<file path="config.mk">
export PLATFORM = sky130hd
export DESIGN_NAME = alu_writeback
export DESIGN_NICKNAME = d
export VERILOG_FILES = /design/src/rtl/alu_writeback.sv
export SDC_FILE = /design/constraint.sdc
export NUM_CORES = 1
export LEC_CHECK = 0
export CAP_MARGIN = 20
export CELL_PAD_IN_SITES_DETAIL_PLACEMENT = 1
export CELL_PAD_IN_SITES_GLOBAL_PLACEMENT = 1
export CORE_MARGIN = 2
export CORE_UTILIZATION = 23
export CTS_CLUSTER_DIAMETER = 40
export CTS_CLUSTER_SIZE = 25
export DETAILED_ROUTE_END_ITERATION = 7
export PLACE_DENSITY = 0.5
export SYNTH_ARGS = -nofsm -noshare
export SYNTH_HDL_FRONTEND = slang
export SYNTH_SLANG_ARGS = --single-unit
</file>
<file path="constraint.sdc">
create_clock -name clk -period 5.21 [get_ports clk]
set_input_delay 0.7815 -clock clk [delete_from_list [all_inputs] [get_ports clk]]
set_output_delay 0.7815 -clock clk [all_outputs]
set_load 0.005 [all_outputs]
</file>
<file path="src/rtl/alu_writeback.sv">
// ALU commit stage: architectural flag register plus in-order register-file write queue.
// Latency: accepted result visible on flags, rf_* and busy_mask one cycle later.
// Backpressure: in_ready drops when DEPTH writes are queued or during flush/reset.
module alu_writeback #(
    parameter int DATA_W     = 64,
    parameter int REG_ADDR_W = 5,
    parameter int DEPTH      = 2
) (
    input  logic                       clk,
    input  logic                       rst_n,
    input  logic                       flush,
    input  logic                       in_valid,
    output logic                       in_ready,
    input  logic [DATA_W-1:0]          in_result,
    input  logic [REG_ADDR_W-1:0]      in_rd,
    input  logic                       in_wr_en,
    input  logic                       in_set_flags,
    input  logic                       in_z,
    input  logic                       in_n,
    input  logic                       in_c,
    input  logic                       in_sn,
    output logic                       flag_z,
    output logic                       flag_n,
    output logic                       flag_c,
    output logic                       flag_sn,
    output logic                       carry_out,
    output logic                       rf_valid,
    input  logic                       rf_ready,
    output logic [REG_ADDR_W-1:0]      rf_addr,
    output logic [DATA_W-1:0]          rf_data,
    output logic [(1<<REG_ADDR_W)-1:0] busy_mask
);

    localparam int PTR_W = $clog2(DEPTH);
    localparam int CNT_W = $clog2(DEPTH + 1);
    localparam logic [CNT_W-1:0] DEPTH_C = CNT_W'(DEPTH);

    logic [CNT_W-1:0]      cnt_q, cnt_d;
    logic [PTR_W-1:0]      wr_ptr_q, wr_ptr_d;
    logic [PTR_W-1:0]      rd_ptr_q, rd_ptr_d;
    logic [DEPTH-1:0]      vld_q, vld_d;
    logic [3:0]            flags_q, flags_d;
    logic [REG_ADDR_W-1:0] addr_q [DEPTH];
    logic [DATA_W-1:0]     data_q [DEPTH];

    logic accept;
    logic push;
    logic pop;

    // rst_n gates in_ready so nothing is accepted while reset is held.
    assign in_ready = rst_n && !flush && (cnt_q < DEPTH_C);
    assign accept   = in_valid && in_ready;
    assign push     = accept && in_wr_en && (in_rd != '0);
    assign rf_valid = (cnt_q != '0);
    assign pop      = rf_valid && rf_ready && !flush;

    assign rf_addr   = addr_q[rd_ptr_q];
    assign rf_data   = data_q[rd_ptr_q];
    assign flag_z    = flags_q[3];
    assign flag_n    = flags_q[2];
    assign flag_c    = flags_q[1];
    assign flag_sn   = flags_q[0];
    assign carry_out = flags_q[1];

    always_comb begin
        cnt_d    = cnt_q;
        wr_ptr_d = wr_ptr_q;
        rd_ptr_d = rd_ptr_q;
        vld_d    = vld_q;
        flags_d  = flags_q;
        if (accept && in_set_flags) begin
            flags_d = {in_z, in_n, in_c, in_sn};
        end
        if (flush) begin
            cnt_d    = '0;
            wr_ptr_d = '0;
            rd_ptr_d = '0;
            vld_d    = '0;
        end else begin
            if (push) begin
                vld_d[wr_ptr_q] = 1'b1;
                wr_ptr_d        = wr_ptr_q + 1'b1;
            end
            // Push and pop never hit the same slot: pop needs count>0, push needs count<DEPTH.
            if (pop) begin
                vld_d[rd_ptr_q] = 1'b0;
                rd_ptr_d        = rd_ptr_q + 1'b1;
            end
            case ({push, pop})
                2'b10:   cnt_d = cnt_q + CNT_W'(1);
                2'b01:   cnt_d = cnt_q - CNT_W'(1);
                default: cnt_d = cnt_q;
            endcase
        end
    end

    always_ff @(posedge clk or negedge rst_n) begin
        if (!rst_n) begin
            cnt_q    <= '0;
            wr_ptr_q <= '0;
            rd_ptr_q <= '0;
            vld_q    <= '0;
            flags_q  <= '0;
        end else begin
            cnt_q    <= cnt_d;
            wr_ptr_q <= wr_ptr_d;
            rd_ptr_q <= rd_ptr_d;
            vld_q    <= vld_d;
            flags_q  <= flags_d;
        end
    end

    // Payload storage is qualified by vld_q, so it needs no reset.
    always_ff @(posedge clk) begin
        if (push) begin
            addr_q[wr_ptr_q] <= in_rd;
            data_q[wr_ptr_q] <= in_result;
        end
    end

    always_comb begin
        busy_mask = '0;
        for (int i = 0; i < DEPTH; i++) begin
            if (vld_q[i]) begin
                busy_mask[addr_q[i]] = 1'b1;
            end
        end
    end

endmodule

</file>
After elaboration in Yosys (flattened, before gate mapping). Memory sizes are Yosys's and may differ from the RTL's. Index checks and enable logic that the tools add are counted.

Mux-type cells: 22. Reductions and logical operators: 18. Order comparisons: 9. Multipliers: 0. Shifts and indexed selects: 0. Equal/unequal tests: 2. Div/mod/pow operators: 0. Add/subtract/negate cells: 4. Bitwise gates (word level): 4.

Operator list (number): $mux 32 (2); $or 32x32->32 (1); $logic_and 1x1->1 (12); $lt 5x6->1 const B (2); $demux 1 s5 (2); $ge 5x1->1 const B (2); $mux 1 (10); $mux 2 (5); $reduce_bool 2->1 (3); $reduce_bool 5->1 (1); $lt 1x2->1 const B (2); $pmux 2 s2 (1); $reduce_bool 3->1 (1); $add 1x1->1 const B (2); $add 2x1->2 const B (1); $and 2x2->2 (1); $demux 1 s1 (2); $eq 2x1->1 const B (1); $eq 2x2->1 const B (1); $ge 1x1->1 const B (2); $lt 2x2->1 const B (1); $not 2->2 (1); $or 2x2->2 (1); $sub 2x1->2 const B (1); $logic_not 1->1 (1).

ROM bits: 0. Bits in writable memories: 138. Bits of input ports: 80. Flip-flop bits (word level): 10. Output and inout bits: 108. Memories: 2. Latch bits: 0.

Memory list: data_q (depth 2, bits a word 64, rd ports 1, clocked after memory_dff 0, wr ports 1, RTL line 44) `logic [DATA_W-1:0] data_q [DEPTH];`; addr_q (depth 2, bits a word 5, rd ports 3, clocked after memory_dff 0, wr ports 1, RTL line 43) `logic [REG_ADDR_W-1:0] addr_q [DEPTH];`.

Depth between registers and ports, before layout.
Word-level depth: 11. Mapped depth: 5. Depth with buffers taken out: 4.

Worst setup path after synthesis. No wires, ideal clock.

Kind: in2reg. Start: input flush. End: memory addr_q[1][0], enable pin. Setup slack: 0.472 ns. Stages: 4. Library setup time: 0.496 ns. Data arrival time: 4.242 ns. Buffers on the path: 1. Path through: clkbuf_2 -> and4bb_4 -> o211ai_4 -> nor2_1.

Word-level cells in the longest chain between the ends: 8.

RTL lines: from (decl) (RTL line 11) `input logic flush,`; $logic_not 1->1 (RTL line 51) `assign in_ready = rst_n && !flush && (cnt_q < DEPTH_C);`; $logic_and 1x1->1 (2 in series) (RTL line 51); $logic_and 1x1->1 (RTL line 52) `assign accept = in_valid && in_ready;`; $logic_and 1x1->1 (2 in series) (RTL line 53) `assign push = accept && in_wr_en && (in_rd != '0);`; $mux 1 (RTL line 115) `if (push) begin`; $mux 1 (not written as such) (RTL line 116) `addr_q[wr_ptr_q] <= in_rd;`; to (decl) (RTL line 43).

Every way passes these cells.

Worst setup path after layout.
Start: register rd_ptr_q. End: output rf_data[12].

Word-level cells in the longest chain between the ends: 1.

RTL lines: from (decl) (RTL line 40) `logic [PTR_W-1:0] rd_ptr_q, rd_ptr_d;`; from (signal assigned) (RTL line 107) `rd_ptr_q <= rd_ptr_d;`; $mem_v2 2x64; to (decl) (RTL line 30) `output logic [DATA_W-1:0] rf_data,`.

Every way passes these cells.

==> summary.txt <==
Power
  • Part of the power in combinational logic: slightly above 6%
  • Share of total power consumed by net switching: a little over a fifth
  • Cell Int Power: 2.11 mW
  • Proportion of power drawn by flip-flops and latches: 49.3%
  • Cell Pwr Density: 311 nW/um^2
  • Highest ir drop seen on vdd: approximately 0.2 mV
  • Share of power burned in the clock network: 44.5%
  • Net switching power of the design: 0.590 mW
  • Leakage power total: 2.78 nW

Critical path
  • Maximum fanout encountered on the critical timing path: 72
  • Cell count of the worst reg-to-reg path: 5
  • Startpoint class of the critical path: flip-flop
  • Termination of the worst setup path: rf_data[12]
  • Crit Path Category: reg2out
  • Flop-to-flop setup slack: 2.82 ns
  • CP max stage delay: 1.11 ns
  • Startpoint of the most critical register-to-register path: cnt_q[1]
  • Worst reg2reg endpoint: data_q[0][40]
  • Critical-path cell list: mux2_2, clkdlybuf4s50_1
  • Required @ worst endpoint: 4.43 ns
  • Kind of end point of the critical path: primary output
  • Critical path's slowest cell: dfrtp_4
  • Launch point of the worst path: rd_ptr_q
  • Data arrival time at the worst-slack endpoint: around 2.5 ns

Synthesis
  • Cell area after synthesis: between 5000 and 6000 sq um
  • Nets in the synthesized netlist: 399
  • Number of synthesis warnings: 0
  • Netlist cell types: 29
  • #FFs+latches synth: 148
  • Synth Area per Inst: around 18 sq um
  • Instance count of the mapped netlist: 319
  • Part of the Yosys area used for sequential elements: 75.3%

GRT
  • Pin count of the biggest net entering global routing: 73
  • Antenna violations before repair: 0
  • Overflow left after global routing: 0
  • Number of global-route vias before repair: 4133
  • Wire length of the first global-routing pass: 23200 um
  • GRT Overall Usage: 11.5%

Finish
  • Layout cells sized above 1: 22.7%
  • Commonest non-fill, non-tap cells in the layout: 187 x clkdlybuf4s50_1, 138 x edfxtp_1, 73 x mux2_2, 32 x o22ai_1, 17 x clkbuf_16
  • Number of nets in the final layout: between 500 and 600
  • Number of diodes added for antenna fixing: 0
  • Relative area change from synthesis to final layout: 49.0%
  • Most common cell after layout, fill and taps aside: clkdlybuf4s50_1

Floorplan
  • Row count: 58
  • Placeable Area: approximately 25000 sq um
  • Die boundary width: 163 um
  • Count of boundary I/O pins: 188
  • Y dimension of the die: 163 um
  • Floorplan die area: between 20000 and 30000 sq um
  • Effective utilization at floorplan: 23.3%

STA
  • Unrepaired setup endpoints after global routing: no
  • Min cycle time layout: around 3.3 ns
  • Setup violation total in the final timing report: 0
  • Number of endpoints with negative hold slack in the final report: 0
  • Final critical-path share of the clock period: between 60% and 70%
  • Worst slew slack as a fraction of its limit: just over 30%
  • Post-Route Setup TNS: 0 ns
  • Peak clock frequency supported by timing: between 300 and 400 MHz
  • Worst clock skew: 0.00888 ns
  • Minimum hold slack: 0.513 ns
  • Count of pins over their slew limit: 0
  • Transition at the pin with the smallest max-transition slack: between 1 and 1.5 ns

Route
  • Met2 routed wirelength: 7460 um
  • Routed length on met3: 1250 um
  • Drt drc: 0
  • Iteration-0 DRC Markers: 245
  • Mean routed wirelength per cell: 17.3 um
  • Via-to-Cell Ratio: approximately 4.2
  • Wire length on met1: 6030 um
  • Length of the first detailed-routing pass in iterations: 6
  • Count of antenna-violating nets left after detailed routing: 0
  • Via count: 3640
  • Top Metal Used: met4
  • Wirelength, routed: 14900 um

Clocking
  • # H-tree levels: 4
  • Clock buffers created by TritonCTS: 17
  • Number of sinks handled by clock tree synthesis: 148
  • Clock-pin slew on the worst setup and hold paths: 0.06 ns
  • Hold buffers post-CTS: 0
  • # resized after CTS: 0
  • CTS Root Buffer Type: clkbuf_16
  • Number of setup buffers added after CTS: 0
  • CTS tree: done
  • Buffer depth of the longest clock path: 2
  • Clock latency on the worst-skew pair: ~0.42 ns

Flow run
  • Number of maximum-capacitance violations: 0

Hold path
  • Class of the tightest hold or removal check: reg2reg

Place
  • Total of buffers placed on input and output ports: 187
  • Weighted congestion reported at the end of routability-driven placement: 0.761
  • Estimated wirelength of the detail-placed design: 10300 um

Run status
  • Result of the run: completed
==> per-layer routing <==
layer  GRT usage [%]  up-vias
met1            13.1     1826
met4            3.38        0
li1                -     1675
met3            4.72        9
met5               0        -
met2            19.7      130
==> flip-flops by register name, indices dropped and copies added (netlist names) <==
| signal | cells |
|---|---|
| addr_q | 10 |
| cnt_q | 2 |
| data_q | 128 |
| flags_q | 4 |
| rd_ptr_q | 1 |
| vld_q | 2 |
| wr_ptr_q | 1 |
==> through the flow <==
step	setup slack [ns]	std cells	instance area (sq um)	total power, mW	utilization, %
3_3_place_gp	1.64	827	8110	1.52	32.4
6_report	1.95	859	8700	2.70	34.7
5_1_grt	1.79	859	8700	2.81	34.7
3_5_place_dp	1.58	827	8110	1.53	32.4
2_1_floorplan	0.472	319	5840	1.40	-
4_1_cts	1.88	859	8700	2.75	34.7
==> power by group through the flow <==
stage	sequential [mW]	combinational (mW)	clock [mW]
after global placement	1.36	0.167	0
after CTS	1.33	0.170	1.25
after global routing	1.33	0.179	1.30
after floorplan	1.35	0.0443	0
after detailed placement	1.36	0.169	0
final	1.33	0.166	1.20
==> critical path, delay by kind of cell (launching register included) <==
family	cells	cell delay [ns]
mux	1	0.42
buf+inv	1	0.50
flops	1	1.11
==> worst min path at each step <==
stage / startpoint / to / cells past startpoint
3_3_place_gp: flags_q[0] / flags_q[0] / 1
6_report: flags_q[2] / flags_q[2] / 1
5_1_grt: flags_q[3] / flags_q[3] / 1
3_5_place_dp: flags_q[3] / flags_q[3] / 1
4_1_cts: flags_q[3] / flags_q[3] / 1
2_1_floorplan: rst_n / cnt_q[0] / 0
==> final cells by class <==
class | instances | area (sq um)
clock buffer | 17 | 425
sequential | 148 | 4400
multi-input combinational | 156 | 1380
inverter | 3 | 12.5
timing repair buffer | 190 | 1910
clock inverter | 15 | 161
tap | 330 | 413
fill | 2600 | 16300
==> cells by family after synthesis <==
| logic type | synth area share, % |
|---|---|
| AO/OA/AOI/OAI | 4.61 |
| XOR/XNOR | 0.300 |
| buffers and inverters | 1.20 |
| flip-flops | 75.3 |
| multiplexers | 14.1 |
| AND/OR/NAND/NOR | 4.52 |
==> Yosys cell counts (all sizes together) <==
master  count  area (sq um)
and4bb      1          16.3
a311oi      1          8.76
nor2b       2          12.5
buf         8          42.5
mux2       73           822
edfxtp    138          4140
inv         3          11.3
o32ai       1          8.76
o211ai      1          21.3
nand2       6          22.5
nand3b     10          75.1
o22ai      32           200
o211a       1          10.0
xor2        1          8.76
nor3b       1          7.51
nor2        6          22.5
or4         1          11.3
clkbuf      4          16.3
nand3       4          20.0
or3b        6          52.6
or2         1          6.26
or3         2          12.5
a21oi       4          20.0
nor3        1          5.00
dfrtp      10           250
xnor2       1          8.76
Note: power is estimated with default switching activity, not from simulation.
